$ cat src/rtl/nmea_num_field_parser_pkg.sv
// Shared ASCII constants and FSM state type for the NMEA numeric field parser.
package nmea_num_field_parser_pkg;

  localparam logic [7:0] CH_COMMA = 8'h2C;
  localparam logic [7:0] CH_STAR  = 8'h2A;
  localparam logic [7:0] CH_CR    = 8'h0D;
  localparam logic [7:0] CH_LF    = 8'h0A;
  localparam logic [7:0] CH_0     = 8'h30;
  localparam logic [7:0] CH_9     = 8'h39;
  localparam logic [7:0] CH_UA    = 8'h41;
  localparam logic [7:0] CH_UF    = 8'h46;
  localparam logic [7:0] CH_LA    = 8'h61;
  localparam logic [7:0] CH_LF_HEX = 8'h66;

  typedef enum logic [1:0] {IDLE, ACC, DONE} state_t;

endpackage

$ cat src/rtl/nmea_num_field_parser_if.sv
// Character-in / result-out handshake bundle for the field parser.
interface nmea_num_field_parser_if #(
  parameter int B  = 8,
  parameter int L  = 2,
  parameter int DW = 8
);
  logic             in_valid;
  logic             in_ready;
  logic [B-1:0]     in_char;
  logic             radix_dec;
  logic             out_valid;
  logic             out_ready;
  logic [L*B-1:0]   out_num;
  logic [DW-1:0]    out_digits;
  logic             out_bad;
  logic             out_ovf;

  modport slave (
    input  in_valid, in_char, radix_dec, out_ready,
    output in_ready, out_valid, out_num, out_digits, out_bad, out_ovf
  );

  modport master (
    output in_valid, in_char, radix_dec, out_ready,
    input  in_ready, out_valid, out_num, out_digits, out_bad, out_ovf
  );
endinterface

$ cat src/rtl/nmea_num_field_parser_hex_digit_decode.sv
// Classifies one ASCII char as digit (with its value) or field terminator.
module hex_digit_decode
  import nmea_num_field_parser_pkg::*;
#(
  parameter int B = 8
) (
  input  logic [B-1:0] ch,
  input  logic         radix_dec,
  output logic         is_digit,
  output logic         is_term,
  output logic [3:0]   value
);

  always_comb begin
    is_digit = 1'b0;
    value    = 4'd0;
    if (ch >= B'(CH_0) && ch <= B'(CH_9)) begin
      is_digit = 1'b1;
      value    = 4'(ch - B'(CH_0));
    end else if (!radix_dec && ch >= B'(CH_UA) && ch <= B'(CH_UF)) begin
      is_digit = 1'b1;
      value    = 4'(ch - B'(CH_UA) + B'(10));
    end else if (!radix_dec && ch >= B'(CH_LA) && ch <= B'(CH_LF_HEX)) begin
      is_digit = 1'b1;
      value    = 4'(ch - B'(CH_LA) + B'(10));
    end
  end

  assign is_term = (ch == B'(CH_COMMA)) || (ch == B'(CH_STAR)) ||
                   (ch == B'(CH_CR))    || (ch == B'(CH_LF));

endmodule

$ cat src/rtl/nmea_num_field_parser.sv
// Streaming ASCII field to binary converter: accumulates digits in hex or decimal
// and presents one result per terminated field with bad-char and overflow flags.
module nmea_num_field_parser
  import nmea_num_field_parser_pkg::*;
#(
  parameter int B  = 8,
  parameter int L  = 2,
  parameter int DW = 8
) (
  input  logic                   clk,
  input  logic                   rst_n,
  nmea_num_field_parser_if.slave bus
);

  localparam int W  = L*B;
  localparam int WX = W + 4;

  state_t          state;
  logic [W-1:0]    acc;
  logic [DW-1:0]   digits;
  logic            bad;
  logic            ovf;
  logic            radix_q;

  logic            beat;
  logic            eff_radix;
  logic            is_digit;
  logic            is_term;
  logic [3:0]      value;
  logic [WX-1:0]   wide;
  logic [WX-1:0]   prod;
  logic [WX-1:0]   next_val;
  logic            sat;

  // The first char of a field decodes with the live radix; later chars use the latched one.
  assign eff_radix = (state == IDLE) ? bus.radix_dec : radix_q;
  assign beat      = bus.in_valid && bus.in_ready;

  hex_digit_decode #(.B(B)) u_decode (
    .ch        (bus.in_char),
    .radix_dec (eff_radix),
    .is_digit  (is_digit),
    .is_term   (is_term),
    .value     (value)
  );

  // acc*10 = acc*8 + acc*2; the four guard bits catch any overflow of one step.
  always_comb begin
    wide     = {4'b0000, acc};
    prod     = radix_q ? ((wide << 3) + (wide << 1)) : (wide << 4);
    next_val = prod + WX'(value);
    sat      = ovf || (|next_val[WX-1:W]);
  end

  always_ff @(posedge clk) begin
    if (!rst_n) begin
      state   <= IDLE;
      acc     <= '0;
      digits  <= '0;
      bad     <= 1'b0;
      ovf     <= 1'b0;
      radix_q <= 1'b0;
    end else begin
      case (state)
        IDLE: begin
          if (beat) begin
            radix_q <= bus.radix_dec;
            if (is_digit) begin
              acc    <= W'(value);
              digits <= DW'(1);
              state  <= ACC;
            end else if (is_term) begin
              state  <= DONE;
            end else begin
              bad    <= 1'b1;
              state  <= ACC;
            end
          end
        end
        ACC: begin
          if (beat) begin
            if (is_digit) begin
              if (sat) begin
                ovf <= 1'b1;
                acc <= '1;
              end else begin
                acc <= next_val[W-1:0];
              end
              if (digits != '1) digits <= digits + DW'(1);
            end else if (is_term) begin
              state <= DONE;
            end else begin
              bad <= 1'b1;
            end
          end
        end
        DONE: begin
          if (bus.out_ready) begin
            state  <= IDLE;
            acc    <= '0;
            digits <= '0;
            bad    <= 1'b0;
            ovf    <= 1'b0;
          end
        end
        default: state <= IDLE;
      endcase
    end
  end

  assign bus.in_ready   = (state != DONE);
  assign bus.out_valid  = (state == DONE);
  assign bus.out_num    = acc;
  assign bus.out_digits = digits;
  assign bus.out_bad    = bad;
  assign bus.out_ovf    = ovf;

endmodule
$ cat src/flat_wrapper.sv
// flat-port wrapper written by rule: the top's interface ports become plain ports
module nmea_num_field_parser_flat import nmea_num_field_parser_pkg::*;
#(
  parameter int B  = 8,
  parameter int L  = 2,
  parameter int DW = 8
)
  (clk, rst_n, bus_in_valid, bus_in_char, bus_radix_dec, bus_out_ready, bus_in_ready, bus_out_valid, bus_out_num, bus_out_digits, bus_out_bad, bus_out_ovf);
  nmea_num_field_parser_if #(.B(B), .L(L), .DW(DW)) bus_i ();
  input  logic clk;
  input  logic rst_n;
  input wire logic [$bits(bus_i.in_valid)-1:0] bus_in_valid;
  input wire logic [$bits(bus_i.in_char)-1:0] bus_in_char;
  input wire logic [$bits(bus_i.radix_dec)-1:0] bus_radix_dec;
  input wire logic [$bits(bus_i.out_ready)-1:0] bus_out_ready;
  output wire logic [$bits(bus_i.in_ready)-1:0] bus_in_ready;
  output wire logic [$bits(bus_i.out_valid)-1:0] bus_out_valid;
  output wire logic [$bits(bus_i.out_num)-1:0] bus_out_num;
  output wire logic [$bits(bus_i.out_digits)-1:0] bus_out_digits;
  output wire logic [$bits(bus_i.out_bad)-1:0] bus_out_bad;
  output wire logic [$bits(bus_i.out_ovf)-1:0] bus_out_ovf;
  assign bus_i.in_valid = bus_in_valid;
  assign bus_i.in_char = bus_in_char;
  assign bus_i.radix_dec = bus_radix_dec;
  assign bus_i.out_ready = bus_out_ready;
  assign bus_in_ready = bus_i.in_ready;
  assign bus_out_valid = bus_i.out_valid;
  assign bus_out_num = bus_i.out_num;
  assign bus_out_digits = bus_i.out_digits;
  assign bus_out_bad = bus_i.out_bad;
  assign bus_out_ovf = bus_i.out_ovf;
  nmea_num_field_parser #(.B(B), .L(L), .DW(DW)) u_core (.clk(clk), .rst_n(rst_n), .bus(bus_i));
endmodule
$ cat config.mk
export PLATFORM = sky130hd
export DESIGN_NAME = nmea_num_field_parser_flat
export DESIGN_NICKNAME = d
export VERILOG_FILES = /design/src/rtl/nmea_num_field_parser_pkg.sv /design/src/rtl/nmea_num_field_parser_if.sv /design/src/rtl/nmea_num_field_parser_hex_digit_decode.sv /design/src/rtl/nmea_num_field_parser.sv /design/src/flat_wrapper.sv
export SDC_FILE = /design/constraint.sdc
export NUM_CORES = 1
export LEC_CHECK = 0
export BUFFER_PORTS_ARGS = -buffer_cell sky130_fd_sc_hd__clkbuf_2
export CORE_MARGIN = 8
export CORE_UTILIZATION = 30
export DETAILED_ROUTE_END_ITERATION = 10
export GPL_ROUTABILITY_DRIVEN = 0
export GPL_TIMING_DRIVEN = 0
export SYNTH_ARGS = -nofsm -noshare
export SYNTH_HDL_FRONTEND = slang
export SYNTH_HIERARCHICAL = 1
export SYNTH_SLANG_ARGS = --single-unit
export TNS_END_PERCENT = 50
$ cat constraint.sdc
create_clock -name clk -period 6 [get_ports clk]
set_input_delay 0.6 -clock clk [delete_from_list [all_inputs] [get_ports clk]]
set_output_delay 0.6 -clock clk [all_outputs]
set_load 0.01 [all_outputs]
Yosys cells after proc, flatten, opt, wreduce, memory -nomap -nowiden
Index checks and enable logic that the tools add are counted.
- equal/unequal tests: 20
- add/sub/neg operators: 8
- reduce and logical (&&, ||, !) cells: 23
- magnitude comparators: 6
- muxes and demuxes: 39
- operators by type and width (cell ; number):
    16-bit two-way mux ; 6
    8-bit two-way mux ; 6
    16-bit one-hot mux with 3 select lines ; 1
    8-bit one-hot mux with 3 select lines ; 1
    19-bit by 17-bit adder with 20-bit output ; 1
    20-bit by 4-bit adder with 20-bit output ; 1
    20-bit two-way mux ; 1
    8-bit by 4-bit == test with 1-bit output (second input constant) ; 2
    8-bit by 6-bit == test with 1-bit output (second input constant) ; 2
    8-bit by 7-bit greater-or-equal comparator with 1-bit output (second input constant) ; 2
    8-bit by 7-bit <= comparator with 1-bit output (second input constant) ; 2
    2-bit by 1-bit inequality test with 1-bit output (second input constant) ; 8
    5-bit AND reduction ; 3
    2-bit two-way mux ; 7
    4-bit two-way mux ; 3
    4-bit by 1-bit subtractor with 4-bit output (second input constant) ; 3
    1-bit two-way mux ; 11
    2-bit inequality test (second input constant) ; 5
    4-bit adder (second input constant) ; 2
    8-bit by 1-bit adder with 8-bit output (second input constant) ; 1
    8-bit by 6-bit greater-or-equal comparator with 1-bit output (second input constant) ; 1
    8-bit by 6-bit <= comparator with 1-bit output (second input constant) ; 1
    8-bit inequality test (second input constant) ; 1
    7-bit AND reduction ; 1
    14 further kinds ; 24
- input port bits: 13
- register bits: 29

Longest topological paths before layout
- word-level depth: 15
- mapped depth: 19
- mapped depth without buffers: 19

Hierarchy
The synthesis kept the hierarchy.
- modules (own cells, without submodules) (module ; cells an instance ; area each (µm²) ; times used ; sequential area each (µm²)):
    nmea_num_field_parser ; 352 ; 2806.4 ; 1 ; 580.6
    hex_digit_decode ; 30 ; 246.5 ; 1 ; 0.0

Worst setup path before layout
Ideal clock, no wire load.
- kind: input to register
- from: input port bus_in_char[1]
- to: register u_core.acc[1], in the netlist u_core/bus.out_num[1]
- library setup time: 122 ps
- arrival: 3987 ps
- slack: 1892 ps
- buffers on the path: 0
- stages: 17
- path through: inv_1 -> ha_1 -> o21bai_4 -> a2111oi_4 -> o21bai_1 -> a21o_1 -> inv_1 -> fa_1 -> inv_1 -> a21oi_1 -> or3_1 -> or2_1 -> a211oi_2 -> nand2_1 -> o2bb2ai_4 -> nand3_2 -> o311a_1
- cells in the longest elaborated chain, start to end: 13
- elaborated cells on any way between the ends: 34
- those cells by class: 6 x add/sub; 6 x order compare; 2 x eq/ne; 12 x mux; 8 x reduce/logical
- ends and longest elaborated chain (item ; line ; source):
    from (decl) ; flat_wrapper.sv:13 ; input wire logic [$bits(bus_i.in_char)-1:0] bus_in_char;
    parallel branches: the longest is 5 deep, another holds 4-bit by 1-bit subtractor with 4-bit output ; -- ;
    4-bit two-way mux (*) ; nmea_num_field_parser_hex_digit_decode.sv:17 ; if (ch >= B'(CH_0) && ch <= B'(CH_9)) begin
    via u_core.value[2] ; nmea_num_field_parser.sv:29 ; logic [3:0] value;
    20-bit by 4-bit adder with 20-bit output (*) ; nmea_num_field_parser.sv:51 ; next_val = prod + WX'(value);
    4-bit OR reduction (*) ; nmea_num_field_parser.sv:52 ; sat = ovf || (|next_val[WX-1:W]);
    1-bit logical OR (*) ; nmea_num_field_parser.sv:52 ;
    16-bit two-way mux (*) ; nmea_num_field_parser.sv:83 ; if (sat) begin
    16-bit two-way mux (*) ; nmea_num_field_parser.sv:82 ; if (is_digit) begin
    16-bit two-way mux (*) ; nmea_num_field_parser.sv:81 ; if (beat) begin
    16-bit one-hot mux with 3 select lines (*) ; nmea_num_field_parser.sv:64 ; case (state)
    to (signal assigned) ; nmea_num_field_parser.sv:69 ; acc <= W'(value);
    to (signal assigned) ; nmea_num_field_parser.sv:87 ; acc <= next_val[W-1:0];
    to (decl) ; nmea_num_field_parser.sv:19 ; logic [W-1:0] acc;
Mark *: on every way through the listed nets, which the timed path passes. The select of a mux whose other input is x is not followed.
A chain may end at the register's enable or synchronous reset.

Final worst setup path
- from: register u_core.radix_q
- to: register u_core.acc[2], in the netlist u_core/bus.out_num[2]
- cells in the longest elaborated chain, start to end: 14
- elaborated cells on any way between the ends: 25
- those cells by class: 1 x add/sub; 2 x eq/ne; 14 x mux; 8 x reduce/logical
- ends and longest elaborated chain (item ; line ; source):
    from (decl) ; nmea_num_field_parser.sv:23 ; logic radix_q;
    from (signal assigned) ; nmea_num_field_parser.sv:67 ; radix_q <= bus.radix_dec;
    1-bit two-way mux (*) ; nmea_num_field_parser.sv:36 ; assign eff_radix = (state == IDLE) ? bus.radix_dec : radix_q;
    via u_core.eff_radix ; nmea_num_field_parser.sv:26 ; logic eff_radix;
    1-bit logical NOT (*) ; nmea_num_field_parser_hex_digit_decode.sv:20, nmea_num_field_parser_hex_digit_decode.sv:23 ;
    1-bit logical AND (2 in series) ; nmea_num_field_parser_hex_digit_decode.sv:23 ; end else if (!radix_dec && ch >= B'(CH_LA) && ch <= B'(CH_LF_HEX)) begin
    4-bit two-way mux ; nmea_num_field_parser_hex_digit_decode.sv:23 ;
    4-bit two-way mux (*) ; nmea_num_field_parser_hex_digit_decode.sv:20 ; end else if (!radix_dec && ch >= B'(CH_UA) && ch <= B'(CH_UF)) begin
    4-bit two-way mux (*) ; nmea_num_field_parser_hex_digit_decode.sv:17 ;
    via u_core.value[1] ; nmea_num_field_parser.sv:29 ;
    20-bit by 4-bit adder with 20-bit output (*) ; nmea_num_field_parser.sv:51 ;
    4-bit OR reduction ; nmea_num_field_parser.sv:52 ;
    1-bit logical OR ; nmea_num_field_parser.sv:52 ;
    16-bit two-way mux (*) ; nmea_num_field_parser.sv:83 ;
    16-bit two-way mux (*) ; nmea_num_field_parser.sv:82 ;
    16-bit two-way mux (*) ; nmea_num_field_parser.sv:81 ;
    16-bit one-hot mux with 3 select lines (*) ; nmea_num_field_parser.sv:64 ;
The timed path passes the listed nets; every way through them passes the cells marked *. The select of a mux whose other input is x is not followed.

==> impl_metrics.json <==
{
  "outcome": "finished, final reports clean",
  "reg2reg_slack_ns": 1.09,
  "drtIter0Drc": 180,
  "fin_tns_setup_ns": 0,
  "cts_tree": "built",
  "track_usage_pct": 12.6,
  "cts_max_path_buffers": 2,
  "port_buffers": 40,
  "grt_max_degree": 11,
  "synth_seq_cells": 29,
  "hold_path_class": "reg2reg",
  "pwr_density_cell_nw_per_um2": 130,
  "crit_family": "compound AO/OA/AOI/OAI gates",
  "netlist_area_um2": 3050,
  "clk_latency_ns": 0.28,
  "grt_pass1_wl_mm": 14.0,
  "crit_chain": "buf_2 -> inv_1 -> clkbuf_1 -> o21ai_0 -> nor2b_1 -> nand4_2 -> o21ai_0 -> ha_1 -> inv_1 -> fa_1 -> inv_1 -> a21oi_1 -> or3_1 -> or2_1 -> a211oi_2 -> nand2_1 -> o2bb2ai_4 -> nand3_2 -> o311a_1",
  "vias": 2974,
  "hold_viol": 0,
  "syn-instance-count": 382,
  "dp_hpwl_mm": 6.62,
  "drtAntennaViolNets": 0,
  "fmax_mhz": 204,
  "clockRootBuffer": "clkbuf_8",
  "post_cts_resized": 0,
  "ys_seq_area_share_pct": 19.0,
  "critPathMaxStageDelay_ns": 0.45,
  "die-area_um2": 13700,
  "crit_path_max_fanout": 10,
  "async_reset_ff_share_pct": 0,
  "rsz0062_at_grt": "no",
  "arrival_ns": 5.08,
  "yosysTopAreaCell": "dfxtp_1",
  "wire_per_inst_um": 14.8,
  "hold_ws_ns": 0.504,
  "start_util_pct": 30.3,
  "cap_violations": 0,
  "overflow": 0,
  "drive_above_1_share_pct": 17.0,
  "clkTransAtPathRegs_ns": 0.06,
  "setup_viol": 0,
  "crit_top_cell": "inv_1",
  "crit_slowest_cell": "clkbuf_1",
  "cts_hold_buf": 0,
  "maxSlewHeadroom_pct": 29.5,
  "synth_common_cells": "nand2_1, dfxtp_1, ha_1, a21oi_1, o21ai_0",
  "worst_setup_path_start_kind": "register",
  "core-area_um2": 10100,
  "crit_required_ns": 6.17,
  "die_width_um": 117,
  "synthDistinctLibCells": 70,
  "crit_buf_inv": 5,
  "final_nets": 471,
  "avgSynthCellArea_um2": 7.99,
  "synth-edff-count": 0,
  "clock_skew_ns": 0.00281,
  "fin_crit_ns": 4.91,
  "htree_levels": 2,
  "irDropWorstVdd_v": 0.0000746,
  "cts_made_buffers": 5,
  "nFillCells": 1136,
  "antenna_found_initial": 0,
  "synth_top_area_share_pct": 19.0,
  "routed_via_density": 5.25,
  "synthFlopType": "dfxtp_1",
  "end_kind": "register",
  "rows": 37,
  "die_y_um": 117,
  "ys_top_cells_by_area": "dfxtp_1, ha_1, nand2_1",
  "n_antenna_cell": 0,
  "drc": 0,
  "ys_warn_count": 6,
  "grt_pass1_vias": 2906,
  "tightest_slew_ns": 1.05,
  "maxSlewViolCount": 0,
  "routed_wl_mm": 8.37,
  "period_share_pct": 81.8,
  "cellLeakagePower_nw": 1.45,
  "cts_sinks": 29,
  "synth_most_common_cell": "nand2_1",
  "area_growth_pct": 14.8,
  "pin_count": 41,
  "first_pass_iters": 4,
  "critPathKind": "reg2reg",
  "synth_nets": 424,
  "cts_setup_buffers": 0
}
==> metrics by stage <==
stage               power, mW  utilization [%]  setup WS [ns]  instance area (um^2)  std cells
floorplan               0.274                -           1.89                  3050        382
global placement        0.302             33.9           1.16                  3420        558
detailed placement      0.304             33.9           1.10                  3420        558
CTS                     0.463             34.7           1.08                  3510        566
global route            0.482             34.7          0.759                  3510        566
finish                  0.457             34.7           1.09                  3510        566
==> layer usage <==
metal	vias up	GRT usage, %	wire, um
met5	-	0	0
met4	0	2.99	35
met3	6	2.62	333
met2	52	21.0	3900
met1	1387	16.3	4100
li1	1529	-	-
==> kinds of logic (layout without fill, tap and decap cells) <==
family / Yosys count / in the layout / share of synthesized area [%]
AND/OR/NAND/NOR: 145 / 145 / 24.8
AO/OA/AOI/OAI: 126 / 126 / 32.8
buffers and inverters: 31 / 79 / 3.98
adder cells (fa/ha/maj): 29 / 29 / 12.4
flip-flops: 29 / 29 / 19.0
XOR/XNOR: 16 / 16 / 4.59
multiplexers: 6 / 6 / 2.42
==> cell usage in the layout (no fill, tap or decap), types with 3 or more instances in the layout <==
cell	Yosys	routed
o21a_1	4	4
a221o_1	7	7
xor2_1	10	10
nor2_1	23	23
a21boi_0	3	3
xnor2_1	6	6
nor3_1	11	11
and3_1	6	6
o211ai_1	4	4
nand2_1	36	36
dfxtp_1	29	29
inv_1	19	19
ha_1	27	27
clkbuf_1	8	9
o21ai_0	25	25
mux2i_1	4	4
nand4_1	5	5
nand3_1	15	15
clkbuf_8	0	5
a2111oi_4	3	3
a32oi_1	3	3
nor3b_1	4	4
a21oi_1	26	26
clkbuf_2	0	40
a21o_1	7	7
and2_1	5	5
or3_1	3	3
a31oi_1	8	8
a41o_1	3	3
nor2b_1	14	14
nand2b_1	9	9
a211oi_1	3	3
==> flip-flops by register name (all words and copies together), names as in the netlist <==
register               flops
u_core/state               2
u_core/bus.out_bad         1
u_core/bus.out_num        16
u_core/bus.out_digits      8
u_core/bus.out_ovf         1
u_core/radix_q             1
==> final timing paths <==
path | from | end | depth (start not counted)
worst max-delay path | u_core/radix_q | u_core/bus.out_num[2] | 19
worst min-delay path | u_core/bus.out_bad | u_core/bus.out_bad | 2
worst max register to register | u_core/radix_q | u_core/bus.out_num[2] | 19
worst min register to register | u_core/bus.out_bad | u_core/bus.out_bad | 2
==> power by group <==
part,internal [mW],total [mW],switching [mW]
Combinational,0.0357,0.0958,0.0601
Clock,0.0802,0.157,0.0764
Sequential,0.197,0.204,0.00690
==> worst min-delay path, delay by kind of cell, from the launching register on <==
family,cells,cell delay (ns)
AND/OR/NAND/NOR,1,0.09
flip-flops,1,0.33
AO/OA/AOI/OAI,1,0.04
==> final cells by class <==
type                       instances  area (um^2)  area share [%]
multi-input combinational        322         2350            67.1
buffer                            12         50.0            1.43
sequential                        29          581            16.6
clock buffer                       6         72.6            2.07
inverter                          19         71.3            2.03
tap                              136          170            4.85
clock inverter                     2         10.0           0.286
timing repair buffer              40          200            5.71
(Power assumes the default switching activity.)
